### src/rtl/dtack_pkg.sv
// Shared types and constants for the DTACK generator: FSM states, the IACK
// function code and the synchroniser depth.
package dtack_pkg;

  typedef enum logic [1:0] {
    IDLE    = 2'd0,
    WAIT    = 2'd1,
    ACK     = 2'd2,
    FOREIGN = 2'd3
  } state_t;

  localparam logic [2:0] FC_IACK    = 3'b111;
  localparam int         SYNC_DEPTH = 2;

  function automatic logic addr_match(input logic [23:1] a,
                                      input logic [23:1] base,
                                      input logic [23:1] mask);
    return ((a ^ base) & mask) == 23'd0;
  endfunction

endpackage

### src/rtl/dtack_gen_if.sv
// 68000 asynchronous bus signals seen by the DTACK generator, plus the
// open-drain enables and select/marker outputs it produces.
interface dtack_gen_if;

  logic        as;
  logic        uds;
  logic        lds;
  logic        rw;
  logic [2:0]  fc;
  logic [23:1] a;
  logic        dtack;

  logic        dtack_oe;
  logic        berr_oe;
  logic        sel;
  logic        tp1;

  modport master (
    output as, uds, lds, rw, fc, a, dtack,
    input  dtack_oe, berr_oe, sel, tp1
  );

  modport slave (
    input  as, uds, lds, rw, fc, a, dtack,
    output dtack_oe, berr_oe, sel, tp1
  );

endinterface

### src/rtl/bus_sync.sv
// Multi-bit flop-chain synchroniser for active-low bus strobes; resets to
// all ones so every strobe reads as negated until real samples arrive.
module bus_sync
  import dtack_pkg::*;
#(
  parameter int WIDTH = 1
) (
  input  logic             clk,
  input  logic             rst,
  input  logic [WIDTH-1:0] d,
  output logic [WIDTH-1:0] q
);

  logic [SYNC_DEPTH-1:0][WIDTH-1:0] pipe;

  always_ff @(posedge clk or posedge rst) begin
    if (rst) begin
      pipe <= '1;
    end else begin
      pipe <= {pipe[SYNC_DEPTH-2:0], d};
    end
  end

  assign q = pipe[SYNC_DEPTH-1];

endmodule

### src/rtl/dtack_gen.sv
// Decodes one 68000 address window, inserts wait states and drives DTACK,
// with a bus watchdog that raises BERR on unterminated non-IACK cycles.
module dtack_gen
  import dtack_pkg::*;
#(
  parameter logic [23:1] BASE_ADDR   = 23'h7F0000,
  parameter logic [23:1] ADDR_MASK   = 23'h7F8000,
  parameter int          WAIT_STATES = 2,
  parameter int          TIMEOUT     = 64
) (
  input logic        clk,
  input logic        rst,
  dtack_gen_if.slave bus
);

  if (WAIT_STATES < 0 || WAIT_STATES > 15) begin : g_bad_wait
    $error("dtack_gen: WAIT_STATES must be 0..15");
  end
  if (TIMEOUT < 16 || TIMEOUT > 255) begin : g_bad_timeout
    $error("dtack_gen: TIMEOUT must be 16..255");
  end
  if (!(WAIT_STATES + 3 < TIMEOUT)) begin : g_bad_ratio
    $error("dtack_gen: WAIT_STATES+3 must be below TIMEOUT");
  end

  localparam logic [3:0] WAIT_INIT = 4'(WAIT_STATES);
  localparam logic [7:0] WD_LIMIT  = 8'(TIMEOUT);
  localparam logic [1:0] FILL_DONE = 2'(SYNC_DEPTH);

  logic [3:0]  sync_q;
  logic        as_s;
  logic        uds_s;
  logic        lds_s;
  logic        dtack_s;

  logic [1:0]  fill;
  logic        armed;

  logic        cap_valid;
  logic [23:1] cap_a;
  logic [2:0]  cap_fc;
  logic [23:1] dec_a;
  logic [2:0]  dec_fc;
  logic        addr_hit;
  logic        iack;
  logic        strobe;

  state_t      state;
  state_t      next_state;
  logic [3:0]  wait_cnt;

  logic [7:0]  wd_cnt;
  logic        wd_run;
  logic        berr;

  bus_sync #(.WIDTH(4)) u_sync (
    .clk (clk),
    .rst (rst),
    .d   ({bus.as, bus.uds, bus.lds, bus.dtack}),
    .q   (sync_q)
  );

  assign {as_s, uds_s, lds_s, dtack_s} = sync_q;

  // The synchroniser resets to "AS high", so only trust an AS-high sighting
  // once real samples have filled it; this keeps us off a half-finished cycle.
  always_ff @(posedge clk or posedge rst) begin
    if (rst) begin
      fill  <= 2'd0;
      armed <= 1'b0;
    end else begin
      if (fill != FILL_DONE) begin
        fill <= fill + 2'd1;
      end
      if (fill == FILL_DONE && as_s) begin
        armed <= 1'b1;
      end
    end
  end

  always_ff @(posedge clk or posedge rst) begin
    if (rst) begin
      cap_valid <= 1'b0;
      cap_a     <= '0;
      cap_fc    <= '0;
    end else if (state != IDLE || as_s) begin
      cap_valid <= 1'b0;
    end else if (armed && !cap_valid) begin
      cap_valid <= 1'b1;
      cap_a     <= bus.a;
      cap_fc    <= bus.fc;
    end
  end

  // On the first AS-low edge the capture registers are still loading.
  assign dec_a    = cap_valid ? cap_a  : bus.a;
  assign dec_fc   = cap_valid ? cap_fc : bus.fc;
  assign addr_hit = addr_match(dec_a, BASE_ADDR, ADDR_MASK);
  assign iack     = (dec_fc == FC_IACK);
  assign strobe   = !uds_s || !lds_s;

  always_ff @(posedge clk or posedge rst) begin
    if (rst) begin
      state    <= IDLE;
      wait_cnt <= 4'd0;
    end else begin
      state <= next_state;
      if (state == IDLE && next_state == WAIT) begin
        wait_cnt <= WAIT_INIT;
      end else if (state == WAIT && wait_cnt != 4'd0) begin
        wait_cnt <= wait_cnt - 4'd1;
      end
    end
  end

  always_comb begin
    next_state = state;
    unique case (state)
      IDLE: begin
        if (armed && !as_s) begin
          if (!addr_hit || iack) begin
            next_state = FOREIGN;
          end else if (strobe) begin
            next_state = (WAIT_STATES == 0) ? ACK : WAIT;
          end
        end
      end
      WAIT: begin
        if (as_s) begin
          next_state = IDLE;
        end else if (wait_cnt <= 4'd1) begin
          next_state = ACK;
        end
      end
      ACK, FOREIGN: begin
        if (as_s) begin
          next_state = IDLE;
        end
      end
      default: next_state = IDLE;
    endcase
  end

  always_comb begin
    bus.dtack_oe = (state == ACK) && !berr;
    bus.sel      = (state == WAIT) || (state == ACK);
    bus.tp1      = (state == WAIT) || (state == ACK);
    bus.berr_oe  = berr;
  end

  // Any agent's DTACK ends the cycle from the watchdog's point of view.
  assign wd_run = !as_s && dtack_s && (bus.fc != FC_IACK);

  always_ff @(posedge clk or posedge rst) begin
    if (rst) begin
      wd_cnt <= 8'd0;
      berr   <= 1'b0;
    end else begin
      if (!wd_run) begin
        wd_cnt <= 8'd0;
      end else if (wd_cnt != WD_LIMIT) begin
        wd_cnt <= wd_cnt + 8'd1;
      end
      if (as_s) begin
        berr <= 1'b0;
      end else if (wd_run && wd_cnt == WD_LIMIT - 8'd1) begin
        berr <= 1'b1;
      end
    end
  end

endmodule

### src/flat_wrapper.sv
// flat-port wrapper written by rule: the top's interface ports become plain ports
module dtack_gen_flat import dtack_pkg::*;
#(
  parameter logic [23:1] BASE_ADDR   = 23'h7F0000,
  parameter logic [23:1] ADDR_MASK   = 23'h7F8000,
  parameter int          WAIT_STATES = 2,
  parameter int          TIMEOUT     = 64
)
  (clk, rst, bus_as, bus_uds, bus_lds, bus_rw, bus_fc, bus_a, bus_dtack, bus_dtack_oe, bus_berr_oe, bus_sel, bus_tp1);
  dtack_gen_if bus_i ();
  input logic clk;
  input logic rst;
  input wire logic [$bits(bus_i.as)-1:0] bus_as;
  input wire logic [$bits(bus_i.uds)-1:0] bus_uds;
  input wire logic [$bits(bus_i.lds)-1:0] bus_lds;
  input wire logic [$bits(bus_i.rw)-1:0] bus_rw;
  input wire logic [$bits(bus_i.fc)-1:0] bus_fc;
  input wire logic [$bits(bus_i.a)-1:0] bus_a;
  input wire logic [$bits(bus_i.dtack)-1:0] bus_dtack;
  output wire logic [$bits(bus_i.dtack_oe)-1:0] bus_dtack_oe;
  output wire logic [$bits(bus_i.berr_oe)-1:0] bus_berr_oe;
  output wire logic [$bits(bus_i.sel)-1:0] bus_sel;
  output wire logic [$bits(bus_i.tp1)-1:0] bus_tp1;
  assign bus_i.as = bus_as;
  assign bus_i.uds = bus_uds;
  assign bus_i.lds = bus_lds;
  assign bus_i.rw = bus_rw;
  assign bus_i.fc = bus_fc;
  assign bus_i.a = bus_a;
  assign bus_i.dtack = bus_dtack;
  assign bus_dtack_oe = bus_i.dtack_oe;
  assign bus_berr_oe = bus_i.berr_oe;
  assign bus_sel = bus_i.sel;
  assign bus_tp1 = bus_i.tp1;
  dtack_gen #(.BASE_ADDR(BASE_ADDR), .ADDR_MASK(ADDR_MASK), .WAIT_STATES(WAIT_STATES), .TIMEOUT(TIMEOUT)) u_core (.clk(clk), .rst(rst), .bus(bus_i));
endmodule
### config.mk
export PLATFORM = sky130hd
export DESIGN_NAME = dtack_gen_flat
export DESIGN_NICKNAME = d
export VERILOG_FILES = /design/src/rtl/dtack_pkg.sv /design/src/rtl/dtack_gen_if.sv /design/src/rtl/bus_sync.sv /design/src/rtl/dtack_gen.sv /design/src/flat_wrapper.sv
export SDC_FILE = /design/constraint.sdc
export NUM_CORES = 1
export LEC_CHECK = 0
export ABC_AREA = 0
export CAP_MARGIN = 15
export CORE_AREA = 2 2 61 63
export CTS_BUF_LIST = sky130_fd_sc_hd__clkbuf_4 sky130_fd_sc_hd__clkbuf_8
export CTS_CLUSTER_DIAMETER = 100
export CTS_CLUSTER_SIZE = 16
export DETAILED_ROUTE_END_ITERATION = 10
export DIE_AREA = 0 0 63 65
export PLACE_DENSITY_LB_ADDON = 0.08
export SYNTH_ARGS = -nofsm -noshare
export SYNTH_HDL_FRONTEND = slang
export SYNTH_SLANG_ARGS = --single-unit
### constraint.sdc
create_clock -name clk -period 4.7 [get_ports clk]
set_input_delay 1.41 -clock clk [delete_from_list [all_inputs] [get_ports clk]]
set_output_delay 1.41 -clock clk [all_outputs]
set_load 0.1 [all_outputs]
==> impl_results.md <==
* Outcome: complete, no violations
* Row Count at 22
* Skew final at 0.0103 ns
* Cell Area, Placed at 2090 µm²
* Pre-CTS setup slack at 1.28 ns
* CTS Hold Bufs at 0
* Router iterations before antenna repair at 4
* Setup Buffers After CTS at 0
* GR Overflow Total at 0
* Total Nets Final at 225
* Clock-pin slew on the worst setup and hold paths at 0.11 ns
* Yosys cell types at 39
* Ranking of synthesized cells by area: dfrtp_1 41%, dfstp_2 11%, ha_1 7.5%
* Ys async rst share at 1.00
* Post-synth EDFFs at 0
* Post-synth top area cell: dfrtp_1
* Hold_ws at 0.355 ns
* Hold Crit Class: flop to flop
* Die X at 63 µm
* Syn Inst Count at 154
* Vias in the first global route at 1213
* Met3 wire length at 123 µm
* CP max stage cell: clkdlybuf4s50_1
* Post_cts resized at 0
* Endpoint class of the critical path: primary output
* Final Power at 1.18 mW
* CTS tree: built
* Total Routed Length at 3040 µm
* Die height at 65 µm
* Area share of fa/ha/maj cells after synthesis at 0.0753
* Seq/Total Area, Yosys at 0.526
* Worst-margin pin slew at 0.965 ns
* Remaining DRCs at 0
* DRT iter0 DRCs at 33
* Core Area at 3500 µm²
* Main combinational cell family by area after synthesis: simple AND/OR/NAND/NOR gates
* Final hold vios at 0
* Skew-Pair Late Insertion Delay at 0.33 ns
* Flop2flop setup slack at 2.50 ns
* Static leakage at 0.927 nW
* VDD IR max at 0.282 mV
* Area Overhead vs Synth at 17.7%
* Critical path fanouts, max at 4
* Total area of sequential cells at 961 µm²
* Largest net degree at the start of global routing at 24
* Gr usage total at 0.173
* Multi-input logic area at 813 µm²
* Worst Path Required at 3.29 ns
* Final ANT Viol Nets at 0
* Worst path max stage delay at 1.13 ns
* CTS Buffer Depth at 2
* Multiplexer share of the synthesized area at 0.0794
* Arrival @ worst endpoint at 2.39 ns
* Post-route cell area at 2150 µm²
* Synth Warn # at 0
* Placed Cells at 222
* Buf/Inv on CP at 2
* Final Max Slew Viols at 0
* Commonest cells in the synthesized netlist: 30 x dfrtp_1, 18 x nor2_1, 12 x mux2_2
* CP top delay family: buffers and inverters
* WL/cell at 13.2 µm
* Syn Area/Cell at 11.9 µm²
* Most numerous cell in the Yosys netlist: dfrtp_1
* Share of Yosys cell area claimed by the top area cell type at 0.411
* Io pins at 37
* Core Util, Final at 0.615
* Clock sinks at 38
* Unrepaired setup endpoints after global routing: false
* Synth Area in Compound Gates at 0.0842
* Synth Register Bits at 38
* Max Freq at 0.263 GHz
* Final setup vio count at 0
* Post-Syn Nets at 198
* Worst-path cell chain: inv_1 -> ha_1 -> nor2b_1 -> clkdlybuf4s50_1
* CP Launch Type: flop
* Main synth FF type: dfrtp_1
* Met2 WL at 1530 µm
* Vias per std cell at 5.20
* Power density over the cells at 549 nW/µm²
* Root buffer selected by CTS: clkbuf_4
* Post-Synth Simple-Gate Area at 0.168
* Fill cell count at 306
* Port Buf Inserts at 20
* Tcrit/Tclk final at 0.808
* Final Critical Period at 3.80 ns
* DIE AREA at 4100 µm²
* Non-Filler Instances at 230
* Max Used Layer: met4
* TritonCTS buffer count at 5
* Post-Synth XOR/XNOR Area at 0.0383
* Initial antenna violation count at 0
* Post-DP HPWL at 2380 µm
* RePlAce Congestion at 0.877
* Relative slew slack at 0.355
* # diodes at 0
* Layout cells sized above 1 at 0.209
* Syn Std Cell Area at 1830 µm²
* Starting Density at 0.523
* Worst setup margin at 0.903 ns
* Max-cap violations at 0
* CTS H-tree depth at 2
* M1 wire length at 1330 µm
* Via count at 1196
* Final TNS setup at 0 ns
* First-pass GRT wire length at 5420 µm
* WS Path Type: flop to primary output
kinds of logic (layout without fill, tap and decap cells):
| kind of cell | Yosys count | in the layout |
|---|---|---|
| AND/OR/NAND/NOR | 54 | 54 |
| flip-flops | 38 | 38 |
| AO/OA/AOI/OAI | 17 | 17 |
| multiplexers | 13 | 13 |
| buffers and inverters | 13 | 41 |
| adder cells (fa/ha/maj) | 11 | 11 |
| XOR/XNOR | 8 | 8 |
registers in the layout, indices dropped and copies added (netlist names):
signal and count:
u_core.cap_a 8, u_core.wd_cnt 8, u_core.u_sync.pipe 4, u_core.u_sync.q 4, u_core.wait_cnt 4, u_core.cap_fc 3
u_core.fill 2, u_core.state 2, u_core.armed 1, u_core.bus.berr_oe 1, u_core.cap_valid 1
cells in the final DEF (no fill, tap or decap), types with 5 or more instances in the layout:
cell and n:
dfrtp_1 30, clkdlybuf4s50_1 20, nor2_1 18, mux2_2 12
inv_1 11, ha_1 11, nand3_1 8, clkbuf_4 8
dfstp_2 8, nor3_1 6, xor2_1 5
area by class of cell:
class	count	area share
Clock buffer	8	0.0279
Timing Repair Buffer	22	0.100
Sequential cell	38	0.447
Tap cell	48	0.0279
Multi-Input combinational cell	103	0.378
Inverter	11	0.0192
per-layer routing:
| metal | GRT usage | up-vias |
|---|---|---|
| li1 | - | 587 |
| met1 | 0.202 | 582 |
| met2 | 0.301 | 21 |
| met3 | 0.0486 | 6 |
| met4 | 0.0667 | 0 |
| met5 | 0 | - |
path summary, 6_finish.rpt:
kind	start	to	cells past startpoint
worst min register to register	u_core.u_sync.pipe[1]$_DFF_PP1_	u_core.u_sync.q[1]$_DFF_PP1_	0
max in group asynchronous	rst	u_core.u_sync.q[3]$_DFF_PP1_	3
min in group asynchronous	rst	u_core.cap_fc[2]$_DFFE_PP0P_	2
worst min-delay path	u_core.u_sync.pipe[1]$_DFF_PP1_	u_core.u_sync.q[1]$_DFF_PP1_	0
worst max register to register	u_core.state[1]$_DFF_PP0_	u_core.wait_cnt[0]$_DFFE_PP0P_	7
worst max-delay path	u_core.state[0]$_DFF_PP0_	bus_dtack_oe	4
worst reg2reg max path: cells and delay by family, from the launching register on:
kind / cells / cell delay [ns]
AO/OA/AOI/OAI: 3 / 1.10
adder cells (fa/ha/maj): 1 / 0.25
buffers and inverters: 1 / 0.13
flip-flops: 1 / 0.43
AND/OR/NAND/NOR: 2 / 0.19
power by group:
group	leakage [nW]	switching (mW)	internal, mW
Combinational	0.432	0.330	0.213
Clock	0.0368	0.0976	0.0770
Sequential	0.458	0.0518	0.411
Note: power is estimated with default switching activity, not from simulation.
